`src/rtl/tile_drain_pkg.sv`:
```
// Shared defaults and types for the tile result drain.
// Holds the default widths/depth used by the interface, the top and the
// bench, plus the packed result record (scaled value + propagate tag).
package tile_drain_pkg;

  localparam int C_W_DEF     = 71;
  localparam int SHIFT_W_DEF = 5;
  localparam int OUT_W_DEF   = 32;
  localparam int DEPTH_DEF   = 4;

  typedef struct packed {
    logic signed [OUT_W_DEF-1:0] data;
    logic                        prop;
  } result_t;

endpackage

```
`src/rtl/tile_result_drain_if.sv`:
```
// Bus bundle between the compute tile, the drain and the result consumer.
//   in_c / in_valid / in_shift / in_propagate : tile -> drain (no backpressure)
//   out_bits / out_prop / out_valid           : drain -> consumer (FIFO head)
//   out_ready                                 : consumer -> drain
//   count / overflow                          : drain status
// master = tile/consumer side, slave = the drain itself.
interface tile_result_drain_if
  import tile_drain_pkg::*;
#(
  parameter int C_W     = C_W_DEF,
  parameter int SHIFT_W = SHIFT_W_DEF,
  parameter int OUT_W   = OUT_W_DEF,
  parameter int DEPTH   = DEPTH_DEF
) ();

  logic signed [C_W-1:0]     in_c;
  logic                      in_valid;
  logic [SHIFT_W-1:0]        in_shift;
  logic                      in_propagate;
  logic signed [OUT_W-1:0]   out_bits;
  logic                      out_prop;
  logic                      out_valid;
  logic                      out_ready;
  logic [$clog2(DEPTH):0]    count;
  logic                      overflow;

  modport master (
    output in_c, in_valid, in_shift, in_propagate, out_ready,
    input  out_bits, out_prop, out_valid, count, overflow
  );

  modport slave (
    input  in_c, in_valid, in_shift, in_propagate, out_ready,
    output out_bits, out_prop, out_valid, count, overflow
  );

endinterface

```
`src/rtl/tile_result_drain_fifo.sv`:
```
// drain_fifo: synchronous FIFO for the tile result drain.
// Ports:
//   clk, rst        : clock, synchronous active-high reset (pointers/count only)
//   i_wr_en/i_wr_data : write request and data
//   i_rd_en         : pop request (ignored while empty)
//   o_rd_data       : head entry, forced to 0 while empty
//   o_empty/o_full  : occupancy flags
//   o_count         : number of stored entries
// A write while full is accepted only when a pop frees the head slot in the
// same cycle; otherwise it is dropped and the contents stay untouched.
module drain_fifo #(
  parameter int DEPTH = 4,
  parameter int W     = 33
) (
  input  logic                   clk,
  input  logic                   rst,
  input  logic                   i_wr_en,
  input  logic [W-1:0]           i_wr_data,
  input  logic                   i_rd_en,
  output logic [W-1:0]           o_rd_data,
  output logic                   o_empty,
  output logic                   o_full,
  output logic [$clog2(DEPTH):0] o_count
);

  localparam int AW = $clog2(DEPTH);

  logic [W-1:0]  r_mem [DEPTH];
  logic [AW-1:0] r_wptr;
  logic [AW-1:0] r_rptr;
  logic [AW:0]   r_count;

  logic w_empty;
  logic w_full;
  logic w_pop;
  logic w_push;

  assign w_empty = (r_count == '0);
  assign w_full  = (r_count == (AW+1)'(DEPTH));
  assign w_pop   = i_rd_en && !w_empty;
  assign w_push  = i_wr_en && (!w_full || w_pop);

  always_ff @(posedge clk) begin
    if (rst) begin
      r_wptr  <= '0;
      r_rptr  <= '0;
      r_count <= '0;
    end else begin
      if (w_push) r_wptr <= r_wptr + AW'(1);
      if (w_pop)  r_rptr <= r_rptr + AW'(1);
      case ({w_push, w_pop})
        2'b10:   r_count <= r_count + (AW+1)'(1);
        2'b01:   r_count <= r_count - (AW+1)'(1);
        default: r_count <= r_count;
      endcase
    end
  end

  // Storage carries no reset; the empty mux below hides stale entries.
  always_ff @(posedge clk) begin
    if (w_push) r_mem[r_wptr] <= i_wr_data;
  end

  assign o_rd_data = w_empty ? '0 : r_mem[r_rptr];
  assign o_empty   = w_empty;
  assign o_full    = w_full;
  assign o_count   = r_count;

endmodule

```
`src/rtl/tile_result_drain.sv`:
```
// tile_result_drain: registers accumulator results from a compute tile,
// rounds (half toward +inf) and arithmetically right-shifts them by the
// per-result shift, saturates to OUT_W bits and queues them in a small FIFO
// for a ready/valid consumer.
// Ports:
//   clock : single clock, all state updates on its rising edge
//   reset : synchronous active-high reset, flushes pipeline and FIFO
//   bus   : tile_result_drain_if.slave (tile inputs, consumer handshake,
//           count and sticky overflow status)
module tile_result_drain
  import tile_drain_pkg::*;
#(
  parameter int C_W     = C_W_DEF,
  parameter int SHIFT_W = SHIFT_W_DEF,
  parameter int OUT_W   = OUT_W_DEF,
  parameter int DEPTH   = DEPTH_DEF
) (
  input logic               clock,
  input logic               reset,
  tile_result_drain_if.slave bus
);

  localparam logic [C_W:0] ONE_X = {{C_W{1'b0}}, 1'b1};
  localparam logic signed [OUT_W-1:0] OUT_MAX = {1'b0, {(OUT_W-1){1'b1}}};
  localparam logic signed [OUT_W-1:0] OUT_MIN = {1'b1, {(OUT_W-1){1'b0}}};
  localparam logic signed [C_W:0] SAT_MAX = {{(C_W+1-OUT_W){1'b0}}, OUT_MAX};
  localparam logic signed [C_W:0] SAT_MIN = {{(C_W+1-OUT_W){1'b1}}, OUT_MIN};

  // One extra bit keeps c + 2^(s-1) from wrapping. With s = 0 the bias is
  // zero, so the same expression also covers the unshifted case.
  function automatic logic signed [C_W:0] round_shift(
    input logic signed [C_W-1:0] c,
    input logic [SHIFT_W-1:0]    s
  );
    logic signed [C_W:0] ext;
    logic signed [C_W:0] bias;
    logic signed [C_W:0] sum;
    ext  = {c[C_W-1], c};
    bias = ONE_X << s;
    bias = bias >> 1;
    sum  = ext + bias;
    return sum >>> s;
  endfunction

  function automatic logic signed [OUT_W-1:0] saturate(
    input logic signed [C_W:0] r
  );
    if (r > SAT_MAX)      return OUT_MAX;
    else if (r < SAT_MIN) return OUT_MIN;
    else                  return r[OUT_W-1:0];
  endfunction

  logic signed [C_W-1:0]   r_c_p1;
  logic [SHIFT_W-1:0]      r_shift_p1;
  logic                    r_prop_p1;
  logic                    r_vld_p1;
  logic                    r_overflow;

  logic signed [OUT_W-1:0] w_scaled_p2;
  logic [OUT_W:0]          w_wr_data_p2;
  logic [OUT_W:0]          w_head;
  logic                    w_empty;
  logic                    w_full;
  logic [$clog2(DEPTH):0]  w_count;

  // ---- stage 1: capture tile result ----
  always_ff @(posedge clock) begin
    if (reset) r_vld_p1 <= 1'b0;
    else       r_vld_p1 <= bus.in_valid;
  end

  always_ff @(posedge clock) begin
    r_c_p1     <= bus.in_c;
    r_shift_p1 <= bus.in_shift;
    r_prop_p1  <= bus.in_propagate;
  end

  // ---- stage 2: round, saturate, write FIFO tail ----
  assign w_scaled_p2  = saturate(round_shift(r_c_p1, r_shift_p1));
  assign w_wr_data_p2 = {r_prop_p1, w_scaled_p2};

  drain_fifo #(
    .DEPTH (DEPTH),
    .W     (OUT_W + 1)
  ) u_fifo (
    .clk       (clock),
    .rst       (reset),
    .i_wr_en   (r_vld_p1),
    .i_wr_data (w_wr_data_p2),
    .i_rd_en   (bus.out_ready),
    .o_rd_data (w_head),
    .o_empty   (w_empty),
    .o_full    (w_full),
    .o_count   (w_count)
  );

  // A full FIFO is never empty, so out_ready alone tells whether the head
  // slot is freed in time to take the incoming write.
  always_ff @(posedge clock) begin
    if (reset)                                      r_overflow <= 1'b0;
    else if (r_vld_p1 && w_full && !bus.out_ready)  r_overflow <= 1'b1;
  end

  // ---- output: FIFO head ----
  assign bus.out_bits  = w_head[OUT_W-1:0];
  assign bus.out_prop  = w_head[OUT_W];
  assign bus.out_valid = !w_empty;
  assign bus.count     = w_count;
  assign bus.overflow  = r_overflow;

endmodule
```
`src/flat_wrapper.sv`:
```
// flat-port wrapper written by rule: the top's interface ports become plain ports
module tile_result_drain_flat import tile_drain_pkg::*;
#(
  parameter int C_W     = C_W_DEF,
  parameter int SHIFT_W = SHIFT_W_DEF,
  parameter int OUT_W   = OUT_W_DEF,
  parameter int DEPTH   = DEPTH_DEF
)
  (clock, reset, bus_in_c, bus_in_valid, bus_in_shift, bus_in_propagate, bus_out_ready, bus_out_bits, bus_out_prop, bus_out_valid, bus_count, bus_overflow);
  tile_result_drain_if #(.C_W(C_W), .SHIFT_W(SHIFT_W), .OUT_W(OUT_W), .DEPTH(DEPTH)) bus_i ();
  input logic clock;
  input logic reset;
  input wire logic [$bits(bus_i.in_c)-1:0] bus_in_c;
  input wire logic [$bits(bus_i.in_valid)-1:0] bus_in_valid;
  input wire logic [$bits(bus_i.in_shift)-1:0] bus_in_shift;
  input wire logic [$bits(bus_i.in_propagate)-1:0] bus_in_propagate;
  input wire logic [$bits(bus_i.out_ready)-1:0] bus_out_ready;
  output wire logic [$bits(bus_i.out_bits)-1:0] bus_out_bits;
  output wire logic [$bits(bus_i.out_prop)-1:0] bus_out_prop;
  output wire logic [$bits(bus_i.out_valid)-1:0] bus_out_valid;
  output wire logic [$bits(bus_i.count)-1:0] bus_count;
  output wire logic [$bits(bus_i.overflow)-1:0] bus_overflow;
  assign bus_i.in_c = bus_in_c;
  assign bus_i.in_valid = bus_in_valid;
  assign bus_i.in_shift = bus_in_shift;
  assign bus_i.in_propagate = bus_in_propagate;
  assign bus_i.out_ready = bus_out_ready;
  assign bus_out_bits = bus_i.out_bits;
  assign bus_out_prop = bus_i.out_prop;
  assign bus_out_valid = bus_i.out_valid;
  assign bus_count = bus_i.count;
  assign bus_overflow = bus_i.overflow;
  tile_result_drain #(.C_W(C_W), .SHIFT_W(SHIFT_W), .OUT_W(OUT_W), .DEPTH(DEPTH)) u_core (.clock(clock), .reset(reset), .bus(bus_i));
endmodule
```
`config.mk`:
```
export PLATFORM = sky130hd
export DESIGN_NAME = tile_result_drain_flat
export DESIGN_NICKNAME = d
export VERILOG_FILES = /design/src/rtl/tile_drain_pkg.sv /design/src/rtl/tile_result_drain_if.sv /design/src/rtl/tile_result_drain_fifo.sv /design/src/rtl/tile_result_drain.sv /design/src/flat_wrapper.sv
export SDC_FILE = /design/constraint.sdc
export NUM_CORES = 1
export LEC_CHECK = 0
export ABC_AREA = 1
export CAP_MARGIN = 20
export CORE_UTILIZATION = 40
export CTS_CLUSTER_DIAMETER = 30
export CTS_CLUSTER_SIZE = 30
export DETAILED_ROUTE_END_ITERATION = 6
export GPL_TIMING_DRIVEN = 0
export SYNTH_ARGS = -nofsm -noshare
export SYNTH_HDL_FRONTEND = slang
export SYNTH_SLANG_ARGS = --single-unit
```
`constraint.sdc`:
```
create_clock -name clock -period 5.6 [get_ports clock]
set_input_delay 1.4 -clock clock [delete_from_list [all_inputs] [get_ports clock]]
set_output_delay 1.4 -clock clock [all_outputs]
set_load 0.05 [all_outputs]
```
==> metrics.txt <==
CTS Root Cell clkbuf_16; final setup margin 0.230 ns; ys async rst share 0%; Fin Setup TNS 0 ns; hold slack 0.450 ns; Final ANT Viol Nets 0; unrepaired setup endpoints after global routing no; CP most frequent cell nand2_1; # clock sinks 220; FILL cells 4691; status finished with violations; CP max stage cell fa_1; Via-to-Cell Ratio 5.49; core box area 44400 um^2; number of antenna diodes 0; global route total overflow 0; die area 46100 um^2; slowest stage delay, CP 0.43 ns; failing checks design-rule violations; Peak VDD IR 0.324 mV; GP Congestion 1.01; pre-CTS setup slack -0.904 ns; starting density of the core 40.8%; Overall Power 7.07 mW; Synth Flop Type edfxtp_1; Layout area overhead 21.3%; CP arrival 5.67 ns; Pins Over Slew Limit 0; top cells by area, synth edfxtp_1 (22%), nand2_1 (19%), nand3_1 (18%); Total GRT Usage 34.7%; HPWL Detailed 66300 um; Max transition margin 40.1%; largest area contributor in the netlist edfxtp_1; Post-Syn Instances 2935; Nets 3219; Hold Path Class reg2reg; Synth cell types 42; commonest non-fill, non-tap cells in the layout nand2_1 (889), nand3_1 (616), inv_1 (307), nor2_1 (300), edfxtp_1 (132); DRC violations left 1; crit path capture type flop; Die Width 215 um; critical-path maximum fanout 10; Worst Skew 0.0323 ns; switch share 39.4%; final wirelength 80000 um; sequential area share after synthesis 31.6%; DP Area 20200 um^2; clock power share 38.1%; max-capacitance violation count 0; DIE HEIGHT 215 um; drt pass-1 iters 7; row count 77; drt wl/cell 21.5 um; initial antenna violation count 0; Mapped Area 18100 um^2; combinational share of power 35.4%; Syn Area/Cell 6.17 um^2; clock latency on the worst-skew pair 0.59 ns; Max Freq 186 MHz; Yosys reg bits 220; Final min period 5.37 ns; vias in the first global route 19900; Ports 119; commonest non-fill, non-tap cell in the layout nand2_1; Post-synth EDFFs 132; Synth top area share 21.9%; worst path required time 5.90 ns; first-pass GRT wire length 121000 um; Final Setup Violations 0; critical path class reg2reg; Worst-Margin Slew 0.895 ns; fin area 22000 um^2; starting DRC count in detailed routing 2143; Flop pwr share 26.5%; CTS Hold Bufs 0; switching pwr 2.79 mW; number of buffers added on ports 117; largest net degree at the start of global routing 25; Pleak 10.5 nW; Worst-path clk slew 0.05 ns; Startpoint Class flop; vias 20500; CTS tree done; cts bufs inserted 43; Pwr Density 322 nW/um^2; H-tree depth 2; Internal 4.28 mW; layout cells sized above 1 10.8%; net count after synthesis 3054; warnings from Yosys 0; final hold vios 0; Final period util 95.9%; CTS max path bufs 3
per-layer routing:
layer / vias up / track usage [%] / part of all wire, %
li1: 9911 / - / -
met1: 9574 / 46.1 / 44
met2: 817 / 56.9 / 45
met3: 161 / 4.36 / 6.5
met4: 0 / 14.0 / 4.1
met5: - / 0 / 0
per-stage QoR:
step	instances	utilization, %
CTS	3725	49.0
finish	3726	49.5
detailed placement	3648	45.4
floorplan	2935	-
global route	3726	49.5
global placement	3644	45.1
power by group through the flow:
| stage | Combinational, mW | Clock (mW) | Sequential (mW) |
|---|---|---|---|
| floorplan | 1.58 | 0 | 1.90 |
| global placement | 2.44 | 0 | 1.90 |
| detailed placement | 2.46 | 0 | 1.90 |
| CTS | 2.48 | 2.73 | 1.87 |
| global route | 2.68 | 2.81 | 1.88 |
| finish | 2.50 | 2.69 | 1.87 |
timing repair:
item / CTS / global route
buffers inserted: 0 / 3
resized for setup: 27 / 65
setup endpoints to repair: 124 / 124
pin swaps: 0 / 1
area by class of cell:
class | count | area [um^2] | share of cell area [%]
Multi-Input combinational cell | 2262 | 10800 | 49.3
Sequential cell | 220 | 5730 | 26.1
Timing Repair Buffer | 124 | 1300 | 5.90
Inverter | 337 | 1260 | 5.76
Clock buffer | 48 | 1110 | 5.07
Tap cell | 592 | 741 | 3.37
Buffer | 112 | 583 | 2.65
Clock inverter | 31 | 417 | 1.90
cell families (layout without fill, tap and decap cells):
kind of cell	Yosys count	in the layout	share of synthesized area [%]
flip-flops	220	220	31.6
multiplexers	1	1	0.0553
AO/OA/AOI/OAI	168	168	4.89
AND/OR/NAND/NOR	2043	2043	50.3
buffers and inverters	453	652	9.91
adder cells (fa/ha/maj)	38	38	2.71
XOR/XNOR	12	12	0.580
registers in the layout (all words and copies together) (netlist names), named ones only:
signal and flops:
u_core.bus.overflow 1, u_core.r_prop_p1 1, u_core.r_shift_p1 5, u_core.u_fifo.r_wptr 2, u_core.r_vld_p1 1, u_core.u_fifo.r_rptr 2, u_core.u_fifo.o_count 3, u_core.r_c_p1 71
u_core.u_fifo.r_mem 132
critical path, delay by kind of cell, from the launching register on:
kind                       cells  cell delay, ns
and+or+nand+nor               25            3.26
adders and majority gates      2            0.64
DFF                            1            0.42
buffers and inverters          5            0.74
synth_stat cells (2+ instances only):
master,count
nand2_1,896
nand3_1,636
nor2_1,313
inv_1,308
edfxtp_1,132
o21ai_0,92
dfxtp_1,88
nand2_2,61
a21oi_1,52
clkbuf_1,43
nand4_1,43
buf_2,40
ha_1,36
nand3_2,30
buf_1,27
nor2_2,25
inv_2,24
nor3_1,16
o211ai_1,8
o21ai_1,7
buf_6,6
xnor2_1,6
xor2_1,6
clkinv_1,5
nor3_2,5
a211oi_1,3
nand3b_1,3
nor3b_1,3
or2_1,3
and2_1,2
and3_1,2
fa_1,2
nand2_4,2
nor2_4,2
final timing paths:
| path | cells after the start | slack, ns | to | from |
|---|---|---|---|---|
| hold / removal | 2 | 0.45 | u_core.bus.overflow | u_core.bus.overflow |
| setup / recovery | 32 | 0.23 | u_core.u_fifo.r_mem[3][21] | u_core.r_shift_p1[2] |
| hold reg to reg | 2 | 0.45 | u_core.bus.overflow | u_core.bus.overflow |
| setup reg to reg | 32 | 0.23 | u_core.u_fifo.r_mem[3][21] | u_core.r_shift_p1[2] |
(Power assumes the default switching activity.)
